$ cat config.mk
export PLATFORM = sky130hd
export DESIGN_NAME = pipe_skid_reg
export DESIGN_NICKNAME = d
export VERILOG_FILES = /design/src/rtl/pipe_pkg.sv /design/src/rtl/pipe_dreg.sv /design/src/rtl/pipe_skid_reg.sv
export SDC_FILE = /design/constraint.sdc
export NUM_CORES = 1
export LEC_CHECK = 0
export ABC_AREA = 1
export CORE_AREA = 2 2 147 135
export CTS_CLUSTER_DIAMETER = 80
export DETAILED_ROUTE_END_ITERATION = 16
export DIE_AREA = 0 0 149 137
export GPL_TIMING_DRIVEN = 0
export PLACE_DENSITY_LB_ADDON = 0.25
export SLEW_MARGIN = 10
export SYNTH_ARGS = -nofsm -noshare
export SYNTH_HDL_FRONTEND = slang
export SYNTH_SLANG_ARGS = --single-unit
$ cat constraint.sdc
create_clock -name clk -period 2.5 [get_ports clk]
set_input_delay 0.5 -clock clk [delete_from_list [all_inputs] [get_ports clk]]
set_output_delay 0.5 -clock clk [all_outputs]
set_load 0.1 [all_outputs]
$ cat src/rtl/pipe_pkg.sv
`default_nettype none
// +----------------------------------------------------------------------+
// | pipe_pkg: shared state encoding and widths for the skid pipe stage.  |
// | Revision: 1.0                                                        |
// +----------------------------------------------------------------------+
package pipe_pkg;

  localparam int unsigned COUNT_W = 2;

  // Encodings equal the occupancy, so count is read straight off the state.
  typedef enum logic [COUNT_W-1:0] {
    EMPTY = 2'd0,
    HALF  = 2'd1,
    FULL  = 2'd2
  } state_e;

endpackage
`default_nettype wire

$ cat src/rtl/pipe_dreg.sv
`default_nettype none
// +----------------------------------------------------------------------+
// | pipe_dreg: payload register with load enable and synchronous clear.  |
// | Revision: 1.0                                                        |
// +----------------------------------------------------------------------+
module pipe_dreg #(
  parameter int DATA_W = 71
) (
  input  logic              clk,
  input  logic              rst,
  input  logic              clr,
  input  logic              load,
  input  logic [DATA_W-1:0] d,
  output logic [DATA_W-1:0] q
);

  logic [DATA_W-1:0] data_q;
  logic [DATA_W-1:0] data_d;

  // Clear wins over load so a kill discards a same-cycle write.
  always_comb begin
    data_d = data_q;
    if (clr) begin
      data_d = '0;
    end else if (load) begin
      data_d = d;
    end
  end

  always_ff @(posedge clk) begin
    if (rst) begin
      data_q <= '0;
    end else begin
      data_q <= data_d;
    end
  end

  assign q = data_q;

endmodule
`default_nettype wire

$ cat src/rtl/pipe_skid_reg.sv
`default_nettype none
// +----------------------------------------------------------------------+
// | pipe_skid_reg: two-entry skid buffer, registered valid/ready.        |
// | Revision: 1.0                                                        |
// +----------------------------------------------------------------------+
module pipe_skid_reg
  import pipe_pkg::*;
#(
  parameter int DATA_W = 71
) (
  input  logic               clk,
  input  logic               rst,
  input  logic               flush,
  input  logic               in_valid,
  output logic               in_ready,
  input  logic [DATA_W-1:0]  in_data,
  output logic               out_valid,
  input  logic               out_ready,
  output logic [DATA_W-1:0]  out_data,
  output logic [COUNT_W-1:0] count
);

  state_e state_q;
  state_e state_d;

  logic              w_in_xfer;
  logic              w_out_xfer;
  logic              w_main_load;
  logic              w_main_from_skid;
  logic              w_skid_load;
  logic [DATA_W-1:0] w_main_in;
  logic [DATA_W-1:0] w_skid_data;

  assign in_ready   = (state_q != FULL);
  assign out_valid  = (state_q != EMPTY);
  assign count      = state_q;
  assign w_in_xfer  = in_valid & in_ready;
  assign w_out_xfer = out_valid & out_ready;

  always_comb begin
    state_d          = state_q;
    w_main_load      = 1'b0;
    w_main_from_skid = 1'b0;
    w_skid_load      = 1'b0;
    unique case (state_q)
      EMPTY: begin
        if (w_in_xfer) begin
          state_d     = HALF;
          w_main_load = 1'b1;
        end
      end
      HALF: begin
        if (w_in_xfer && !w_out_xfer) begin
          state_d     = FULL;
          w_skid_load = 1'b1;
        end else if (w_in_xfer && w_out_xfer) begin
          w_main_load = 1'b1;
        end else if (w_out_xfer) begin
          state_d = EMPTY;
        end
      end
      FULL: begin
        if (w_out_xfer) begin
          state_d          = HALF;
          w_main_load      = 1'b1;
          w_main_from_skid = 1'b1;
        end
      end
      default: state_d = EMPTY;
    endcase
    if (flush) begin
      state_d = EMPTY;
    end
  end

  always_ff @(posedge clk) begin
    if (rst) begin
      state_q <= EMPTY;
    end else begin
      state_q <= state_d;
    end
  end

  assign w_main_in = w_main_from_skid ? w_skid_data : in_data;

  pipe_dreg #(.DATA_W(DATA_W)) u_main (
    .clk  (clk),
    .rst  (rst),
    .clr  (flush),
    .load (w_main_load),
    .d    (w_main_in),
    .q    (out_data)
  );

  pipe_dreg #(.DATA_W(DATA_W)) u_skid (
    .clk  (clk),
    .rst  (rst),
    .clr  (flush),
    .load (w_skid_load),
    .d    (in_data),
    .q    (w_skid_data)
  );

endmodule
`default_nettype wire

==> results.yml, run 1 <==
place:
  worst_setup_slack_post_dpl_ps: -446
  detailedPlacementHpwl_um: 14400
  finalWeightedCongestion: 0.791
  numPortBuffers: 149
global_routing:
  global_route.usage.total: 0.201
  antenna_violations_before_repair: 1
  grt_pass1_vias: 6197
  grt_first_pass_wirelength_um: 32500
  gr-total-overflow: 0
  grt_start_max_net_pins: 20
drt:
  post_drt_via_cell_ratio: 5.06
  drt_pass1_iterations: 5
  detail-route-antenna-nets: 0
  total_routed_wirelength_um: 20800
  via_count: 6700
  detailedRoute.firstIterationViolations: 336
  route.detailed.drc: 0
  route.detailed.wl_per_inst_um: 15.7
cells_and_area:
  filler_cell_count: 1961
  multiInputGateArea_mm2: 0.00299
  drive_above_1_share: 0.0708
  diodes_inserted: 0
  syn_to_final_growth_pct: 38.2
  layout.nets: 1137
  layout.area.seq_mm2: 0.00289
clocking:
  clkSinkCount: 144
  cts_inserted_buffers: 17
  max_clock_buf_depth: 2
  htreeDepth: 4
  cts_root_buf: "clkbuf_16"
  clock_tree_from_tritoncts: "done"
  clock_insertion_delay_worst_skew_ps: 420
  cts.clk_slew.worst_paths_ps: 60
  cts.repair_timing.setup_buffer_count: 0
setup_path:
  timing.critical_path.to_type: "output port"
  critical_path.max_fanout: 10
  crit_path_start: "count[1]$_SDFFE_PP0P_"
  critical_path.reg2reg.endpoint: "u_main.q[20]$_SDFFE_PP0P_"
  reg2regPathDepth: 8
  worstPathCellList: "buf_4, clkbuf_2, inv_1, nand2_1, buf_2"
  cp.depth: 5
  critical_path.top_delay_family: "buffers and inverters"
  timing.critical_path.from_type: "flip-flop"
  crit_path_end: "out_valid"
  worst_path_max_delay_cell: "buf_2"
  cpPeakStageDelay_ps: 440
  critical_path_required_ps: 2000
  crit_path_arrival_time_ps: 1940
  timing.rr.start: "count[1]$_SDFFE_PP0P_"
  reg2reg_setup_slack_ps: 430
  crit_type: "flip-flop to output port"
  worst-path-buf-inv: 4
floorplanning:
  floorplan.die.width_um: 149
  core_area_mm2: 0.0189
  die-area_mm2: 0.0204
  io-pin-count: 151
  initial_core_util: 0.335
  row_count: 48
  floorplan.die.height_um: 137
pwr:
  power.density_mw_per_mm2: 672
  power_frac_clock: 0.450
  p_leak_uw: 0.00326
  ir_drop_mv: 0.467
  relative_contribution_of_combinational_cells_to_total_power: 0.148
  sw_frac_of_total: 0.281
  intPower_uw: 4230
  p_sw_uw: 1650
  p_seq_frac: 0.402
  p_total_uw: 5880
synth:
  number_of_enable_flip_flop_cells_after_synthesis: 0
  yosysSeqAreaShare: 0.456
  yosys.area.top_type: "dfxtp_1"
  synth_async_sr_flop_share: 0
  cell_area_after_synthesis_mm2: 0.00632
  yosysWarnings: 0
  synth_top_cell_area_share: 0.456
  most_frequent_cell_after_synthesis: "nand2_1"
  yosys_most_used_dff: "dfxtp_1"
  yosys.area_share.simple: 0.354
  yosysUniqueCellTypes: 19
  synth.ff_latch_count: 144
  ys_top_cells_by_count: "280 x nand2_1, 144 x dfxtp_1, 143 x a21oi_1, 143 x nand3_1, 67 x nand4_1"
  synth.avg_cell_area_um2: 7.07
  synthesis.nets: 970
  post_synth_fa_ha_maj_area_fraction: 0
  number_of_instances_in_the_synthesized_netlist: 894
  complex_gate_fraction_of_the_synthesized_area: 0.119
  synth.mux.area_fraction: 0
  synthTopCellsByArea: "dfxtp_1 46%, nand2_1 17%, a21oi_1 11%, nand3_1 11%, nand4_1 6.6%"
  synth_top_family_by_area: "simple AND/OR/NAND/NOR gates"
  synth_xor_xnor_area_share: 0
job:
  max-cap-violations: 0
sta:
  rsz0062_at_grt: "false"
  finalMaxSlewViolations: 0
  final.period_utilization: 0.977
  max_slew_margin: 0.307
  hold_viol_final: 0
  timing.fmax_ghz: 0.409
  timing.clock.skew_ps: 9.51
  timing.final.setup_violations: 0
  setup_ws_ps: 56.5
  timing_worst_slew_pin_value_ps: 1040
  fin_setup_tns_ps: 0
  timing.final.crit_period_ps: 2440
status:
  outcome: "completed"
min_path:
  min_path_type: "flip-flop to flip-flop"
-- layout make-up --
| type | instances | share of cell area |
|---|---|---|
| multi-input cells | 647 | 0.342 |
| clock inverters | 13 | 0.0182 |
| plain buffers | 88 | 0.0455 |
| well taps | 250 | 0.0358 |
| clock buffers | 19 | 0.0518 |
| flip-flops and latches | 144 | 0.330 |
| inverters | 14 | 0.00601 |
| repair buffers | 149 | 0.171 |
-- worst reg2reg max path, cell delays in order (launching register included) --
cell and delay [ps]:
dfxtp_2 320, buf_4 190, nor2_4 320, nand2_2 340, nand2_2 260, buf_6 210, buf_6 170, nand2_1 80
a21oi_1 120
-- registers in the layout (all words and copies together), names as in the netlist --
signal / count
count: 2
u_main.q: 71
u_skid.q: 71
-- logic make-up (layout without fill, tap and decap cells) --
logic type             after synthesis  after routing
and+or+nand+nor                    497            497
buffers and inverters              103            283
AOI/OAI and AO/OA                  150            150
DFF                                144            144
-- metrics by stage --
stage               utilization  std cells  area (um^2)  hold slack [ps]
global placement          0.431       1293         8130              441
floorplan                     -        894         6320              429
global route              0.463       1324         8740              472
CTS                       0.463       1324         8740              455
finish                    0.463       1324         8740              455
detailed placement        0.431       1293         8130              446
-- worst min path at each step --
stage,start,endpoint,slack (ps),cells past startpoint
2_1_floorplan,u_skid.q[41]$_SDFFE_PP0P_,u_skid.q[41]$_SDFFE_PP0P_,430,2
3_3_place_gp,u_skid.q[44]$_SDFFE_PP0P_,u_skid.q[44]$_SDFFE_PP0P_,440,2
3_5_place_dp,u_skid.q[46]$_SDFFE_PP0P_,u_skid.q[46]$_SDFFE_PP0P_,450,2
4_1_cts,u_skid.q[44]$_SDFFE_PP0P_,u_skid.q[44]$_SDFFE_PP0P_,450,2
5_1_grt,u_skid.q[21]$_SDFFE_PP0P_,u_skid.q[21]$_SDFFE_PP0P_,470,2
6_report,u_skid.q[44]$_SDFFE_PP0P_,u_skid.q[44]$_SDFFE_PP0P_,450,2
-- power groups by stage --
stage | logic, uW | clock network [uW] | registers [uW]
2_1_floorplan | 272 | 0 | 2690
4_1_cts | 869 | 2690 | 2360
3_3_place_gp | 870 | 0 | 2410
5_1_grt | 922 | 2800 | 2370
6_report | 868 | 2640 | 2360
3_5_place_dp | 867 | 0 | 2420
-- metal layers --
metal  GRT usage  wire length (um)
met3      0.0427              1160
met4      0.0508               195
met1       0.286             10100
met2       0.311              9290
met5           0                 0
-- layout by cell type, fill, tap and decap left out, types with 2 or more instances in the layout --
cell type / instances
nand2_2: 3
dfxtp_2: 2
clkdlybuf4s50_1: 146
clkbuf_2: 2
o21ai_0: 6
buf_2: 26
inv_2: 2
clkinvlp_4: 3
nand3_1: 143
inv_6: 2
nand4_1: 67
buf_6: 4
clkbuf_16: 17
nand2_1: 280
dfxtp_1: 142
bufinv_16: 3
clkbuf_1: 55
clkinv_2: 4
clkbuf_8: 2
inv_1: 12
a21oi_1: 143
-- repair_timing --
item                                    in CTS  in global routing
hold buffers                                 0                  0
endpoints found under the hold margin        0                  0
endpoints found under the setup margin       2                  1
resized for setup                           10                  1
pin swaps                                    0                  0
Note: power is estimated with default switching activity, not from simulation.
==> run 2: changes to the inputs <==
--- a/config.mk
+++ b/config.mk
@@ -12,6 +12,7 @@
 export DIE_AREA = 0 0 149 137
 export GPL_TIMING_DRIVEN = 0
 export PLACE_DENSITY_LB_ADDON = 0.25
+export REMOVE_ABC_BUFFERS = 1
 export SLEW_MARGIN = 10
 export SYNTH_ARGS = -nofsm -noshare
 export SYNTH_HDL_FRONTEND = slang
==> run 2 against run 1 <==
Core utilization shrank 0.63 points. Sequential power is essentially flat. Worst setup slack lost 2.0 ps. Routed wire length shrank 7.9%. Critical path type unchanged.
==> results.yml, run 2 (synthesis gave the netlist of run 1 again) <==
pwr:
  p_total_uw: 5770
  ir_drop_mv: 0.432
  power.density_mw_per_mm2: 670
  p_leak_uw: 0.00318
floorplanning:
  io-pin-count: 151
  die-area_mm2: 0.0204
  row_count: 48
  initial_core_util: 0.335
  floorplan.die.width_um: 149
  floorplan.die.height_um: 137
  core_area_mm2: 0.0189
cells_and_area:
  drive_above_1_share: 0.0562
  layout.cells.most_common: "nand2_1"
  most-common-layout-cells: "279 x nand2_1, 145 x clkdlybuf4s50_1, 143 x nand3_1, 143 x a21oi_1, 143 x dfxtp_1"
  filler_cell_count: 1930
  stdcell_count: 1247
  syn_to_final_growth_pct: 36.3
  diodes_inserted: 0
  layout.nets: 1060
setup_path:
  timing.critical_path.from_type: "flip-flop"
  timing.rr.start: "count[1]$_SDFFE_PP0P_"
  critical_path_required_ps: 2000
  worstPathCellList: "clkdlybuf4s50_1"
  crit_type: "flip-flop to output port"
  cpPeakStageDelay_ps: 1160
  worst_path_max_delay_cell: "clkdlybuf4s50_1"
  critical_path.top_delay_family: "buffers and inverters"
  reg2regPathDepth: 6
  crit_path_arrival_time_ps: 1950
  reg2reg_setup_slack_ps: 220
  worst-path-buf-inv: 1
  timing.critical_path.to_type: "output port"
  critical_path.reg2reg.endpoint: "u_main.q[5]$_SDFFE_PP0P_"
  critical_path.max_fanout: 2
clocking:
  max_clock_buf_depth: 2
  clock_insertion_delay_worst_skew_ps: 420
  cts_inserted_buffers: 17
  htreeDepth: 4
  clock_tree_from_tritoncts: "done"
  cts_root_buf: "clkbuf_16"
  cts.clk_slew.worst_paths_ps: 60
  cts.repair_timing.setup_buffer_count: 0
  clkSinkCount: 144
sta:
  timing.fmax_ghz: 0.409
  hold_viol_final: 0
  finalMaxSlewViolations: 0
  max_slew_margin: 0.303
  timing_worst_slew_pin_value_ps: 1040
  setup_ws_ps: 54.5
  timing.clock.skew_ps: 11.7
  timing.final.crit_period_ps: 2450
  timing.final.setup_violations: 0
  final.period_utilization: 0.978
  rsz0062_at_grt: "false"
drt:
  post_drt_via_cell_ratio: 5.19
  via_count: 6477
  detailedRoute.firstIterationViolations: 388
  drt_pass1_iterations: 5
  route.detailed.wl_per_inst_um: 15.4
  detail-route-antenna-nets: 0
  total_routed_wirelength_um: 19100
  route.detailed.drc: 0
min_path:
  hold_path.startpoint: "u_skid.q[44]$_SDFFE_PP0P_"
  min_path_type: "flip-flop to flip-flop"
  holdPathEnd: "u_skid.q[44]$_SDFFE_PP0P_"
  hold_depth: 2
global_routing:
  grt_first_pass_wirelength_um: 30900
  grt_start_max_net_pins: 75
  gr-total-overflow: 0
  antenna_violations_before_repair: 0
  grt_pass1_vias: 5959
  global_route.usage.total: 0.187
place:
  detailedPlacementHpwl_um: 10500
  numPortBuffers: 150
  worst_setup_slack_post_dpl_ps: -475
  inst_count_dp: 1215
  finalWeightedCongestion: 0.700
status:
  outcome: "completed"
job:
  max-cap-violations: 0
-- run 2: cell count changes in the layout (fill, tap and decap cells not counted), moves of 4 or more --
cell	change
buf_12	+5
buf_16	+5
buf_2	-26
buf_6	-4
clkbuf_1	-54
-- run 2: report_power, final --
part	switching, uW	internal, uW	leakage [uW]	total (uW)
Clock	1030	1530	0.000283	2560
Combinational	590	259	0.00173	849
Sequential	25.3	2340	0.00117	2360
-- run 2: layout make-up --
class	instances	area, um^2	share of cell area
multi-input combinational	647	3030	0.351
sequential	144	2890	0.335
timing repair buffer	160	1740	0.202
clock buffer	20	457	0.0530
tap	250	313	0.0363
clock inverter	12	133	0.0154
inverter	14	65.1	0.00755
-- run 2: worst max-delay path by stage --
stage	cells after the start	startpoint	end	slack (ps)
final	1	u_main.q[60]$_SDFFE_PP0P_	out_data[60]	50
after global routing	1	u_main.q[35]$_SDFFE_PP0P_	out_data[35]	6
after CTS	3	count[0]$_SDFFE_PP0P_	out_valid	30
after detailed placement	8	out_ready	u_main.q[5]$_SDFFE_PP0P_	-470
after global placement	5	out_ready	u_skid.q[46]$_SDFFE_PP0P_	-7030
after floorplan	4	count[1]$_SDFFE_PP0P_	u_main.q[0]$_SDFFE_PP0P_	-3490
-- run 2: timing repair --
item,in CTS,in global routing
hold buffers,0,0
setup endpoints to repair,71,1
resized for setup,12,2
-- run 2: per-stage QoR --
step	setup TNS [ps]	util	area, um^2	hold WS, ps
final	0	0.457	8620	454
after global routing	0	0.457	8620	466
after CTS	0	0.457	8620	457
after floorplan	-433100	-	5920	429
after detailed placement	-29350	0.425	8010	447
after global placement	-946110	0.410	7740	440
-- run 2: routing by layer --
metal	wire, um	global-route usage	part of all wire	vias up
met5	0	0	0	-
met4	180	0.0476	0.0094	0
met3	1250	0.0397	0.065	12
met2	8760	0.302	0.46	206
met1	8960	0.255	0.47	3035
li1	-	-	-	3224
-- run 2: worst min-delay path, delay by kind of cell, from the launching register on --
kind / cells / cell delay (ps)
flops: 1 / 300
buf+inv: 1 / 60
compound gates: 1 / 50
==> run 3: changes to the inputs <==
--- a/config.mk
+++ b/config.mk
@@ -13,7 +13,9 @@
 export GPL_TIMING_DRIVEN = 0
 export PLACE_DENSITY_LB_ADDON = 0.25
 export REMOVE_ABC_BUFFERS = 1
+export SETUP_SLACK_MARGIN = 0.15
 export SLEW_MARGIN = 10
 export SYNTH_ARGS = -nofsm -noshare
 export SYNTH_HDL_FRONTEND = slang
 export SYNTH_SLANG_ARGS = --single-unit
+export TNS_END_PERCENT = 10
==> run 3 against run 2 <==
Non-clock buffer count did not move. Critical endpoint is now out_data[23]. Combinational power barely moved. Register-to-register slack improved by 30 ps. Final area rose by 0.35%. Largest power group unchanged. Flip-flop and latch count did not move. First-iteration DRC count fell by 7.7%. Worst setup slack improved by 10 ps. Clock power barely moved. Core utilization rose by 0.16 points.
==> results.yml, run 3 (synthesis gave the netlist of run 1 again) <==
status:
  outcome: "completed"
setup_path:
  worstPathCellList: "clkdlybuf4s50_1"
  critical_path.max_fanout: 2
  timing.critical_path.from_type: "flip-flop"
  crit_type: "flip-flop to output port"
  critical_path.reg2reg.endpoint: "u_main.q[5]$_SDFFE_PP0P_"
  reg2regPathDepth: 6
  critical_path.top_delay_family: "buffers and inverters"
  crit_path_arrival_time_ps: 1940
  timing.rr.start: "count[1]$_SDFFE_PP0P_"
  worst-path-buf-inv: 1
  cpPeakStageDelay_ps: 1150
  reg2reg_setup_slack_ps: 250
  worst_path_max_delay_cell: "clkdlybuf4s50_1"
  critical_path_required_ps: 2000
  timing.critical_path.to_type: "output port"
global_routing:
  antenna_violations_before_repair: 0
  gr-total-overflow: 0
  grt_first_pass_wirelength_um: 30900
  global_route.usage.total: 0.187
  grt_start_max_net_pins: 75
  grt_pass1_vias: 5967
min_path:
  hold_depth: 2
  holdPathEnd: "u_skid.q[44]$_SDFFE_PP0P_"
  hold_path.startpoint: "u_skid.q[44]$_SDFFE_PP0P_"
  min_path_type: "flip-flop to flip-flop"
drt:
  detail-route-antenna-nets: 0
  total_routed_wirelength_um: 19000
  route.detailed.drc: 0
  route.detailed.wl_per_inst_um: 15.3
  drt_pass1_iterations: 4
  via_count: 6453
  detailedRoute.firstIterationViolations: 358
  post_drt_via_cell_ratio: 5.17
cells_and_area:
  layout.nets: 1060
  layout.cells.most_common: "nand2_1"
  diodes_inserted: 0
  most-common-layout-cells: "279 x nand2_1, 143 x nand3_1, 143 x a21oi_1, 143 x dfxtp_1, 132 x clkdlybuf4s50_1"
  syn_to_final_growth_pct: 36.8
  filler_cell_count: 1931
  drive_above_1_share: 0.0562
  stdcell_count: 1247
clocking:
  max_clock_buf_depth: 2
  number_of_hold_buffers_added_after_cts: 0
  clkSinkCount: 144
  clock_tree_from_tritoncts: "done"
  cts.repair_timing.setup_buffer_count: 0
  clock_insertion_delay_worst_skew_ps: 420
  cts_inserted_buffers: 17
  cts.clk_slew.worst_paths_ps: 70
  cts_root_buf: "clkbuf_16"
  htreeDepth: 4
pwr:
  p_sw_uw: 1650
  sw_frac_of_total: 0.285
  power.density_mw_per_mm2: 668
  power_frac_clock: 0.444
  p_seq_frac: 0.409
  intPower_uw: 4130
  relative_contribution_of_combinational_cells_to_total_power: 0.147
  p_leak_uw: 0.00341
  ir_drop_mv: 0.431
floorplanning:
  row_count: 48
  die-area_mm2: 0.0204
  io-pin-count: 151
  initial_core_util: 0.335
  floorplan.die.width_um: 149
  floorplan.die.height_um: 137
  core_area_mm2: 0.0189
place:
  detailedPlacementHpwl_um: 10500
  numPortBuffers: 150
  finalWeightedCongestion: 0.700
  inst_count_dp: 1215
sta:
  timing.final.setup_violations: 0
  timing.final.crit_period_ps: 2440
  timing.fmax_ghz: 0.411
  rsz0062_at_grt: "true"
  finalMaxSlewViolations: 0
  hold_viol_final: 0
  finalHoldWorstSlack_ps: 457
  max_slew_margin: 0.312
  timing.clock.skew_ps: 11.7
  timing_worst_slew_pin_value_ps: 1030
  final.period_utilization: 0.974
job:
  max-cap-violations: 0
## run 3: cell count changes in the layout (fill, tap and decap cells not counted)
| cell | change |
|---|---|
| buf_6 | +1 |
| buf_4 | -1 |
| buf_2 | +1 |
| clkdlybuf4s15_2 | -1 |
| clkdlybuf4s50_1 | -13 |
| dlymetal6s2s_1 | +13 |
## run 3: metal layers
layer  up-vias  track usage  wire [um]
met5         -            0          0
met4         0       0.0476        186
met3        12       0.0397       1110
met2       204        0.303       8570
met1      3007        0.254       9180
li1       3230            -          -
## run 3: layout make-up
cell class / instances / area, um^2 / area share
clock inverters: 12 / 133 / 0.0153
multi-input cells: 647 / 3030 / 0.350
well taps: 250 / 313 / 0.0362
inverters: 14 / 65.1 / 0.00752
clock buffers: 20 / 457 / 0.0528
flip-flops and latches: 144 / 2890 / 0.334
repair buffers: 160 / 1770 / 0.205
## run 3: how the worst max path moves through the flow
stage	startpoint	to	slack (ps)	cells past startpoint
final	u_main.q[23]$_SDFFE_PP0P_	out_data[23]	60	1
after global routing	u_main.q[23]$_SDFFE_PP0P_	out_data[23]	40	1
after CTS	u_main.q[60]$_SDFFE_PP0P_	out_data[60]	30	1
after detailed placement	out_ready	u_main.q[5]$_SDFFE_PP0P_	-470	8
after global placement	out_ready	u_skid.q[46]$_SDFFE_PP0P_	-7030	5
after floorplan	count[1]$_SDFFE_PP0P_	u_main.q[0]$_SDFFE_PP0P_	-3490	4
## run 3: what timing repair did
item | CTS | global route
setup endpoints to repair | 142 | 141
hold endpoints to repair | 0 | 0
pin swaps | 0 | 1
resized for setup | 16 | 14
## run 3: per-stage QoR
stage	power [uW]	util	instance area (um^2)	TNS, ps	worst slack [ps]
6_report	5780	0.459	8650	0	64.7
5_1_grt	5990	0.459	8650	0	36.6
4_1_cts	5840	0.457	8610	0	34.6
3_5_place_dp	3270	0.425	8010	-29350	-475
3_3_place_gp	3240	0.410	7740	-946110	-7030
2_1_floorplan	2910	-	5920	-433100	-3490
## run 3: power by group through the flow
| stage | sequential, uW | combinational [uW] | clock [uW] |
|---|---|---|---|
| 2_1_floorplan | 2690 | 223 | 0 |
| 3_3_place_gp | 2420 | 828 | 0 |
| 3_5_place_dp | 2410 | 851 | 0 |
| 4_1_cts | 2360 | 854 | 2620 |
| 5_1_grt | 2370 | 908 | 2720 |
| 6_report | 2360 | 849 | 2560 |
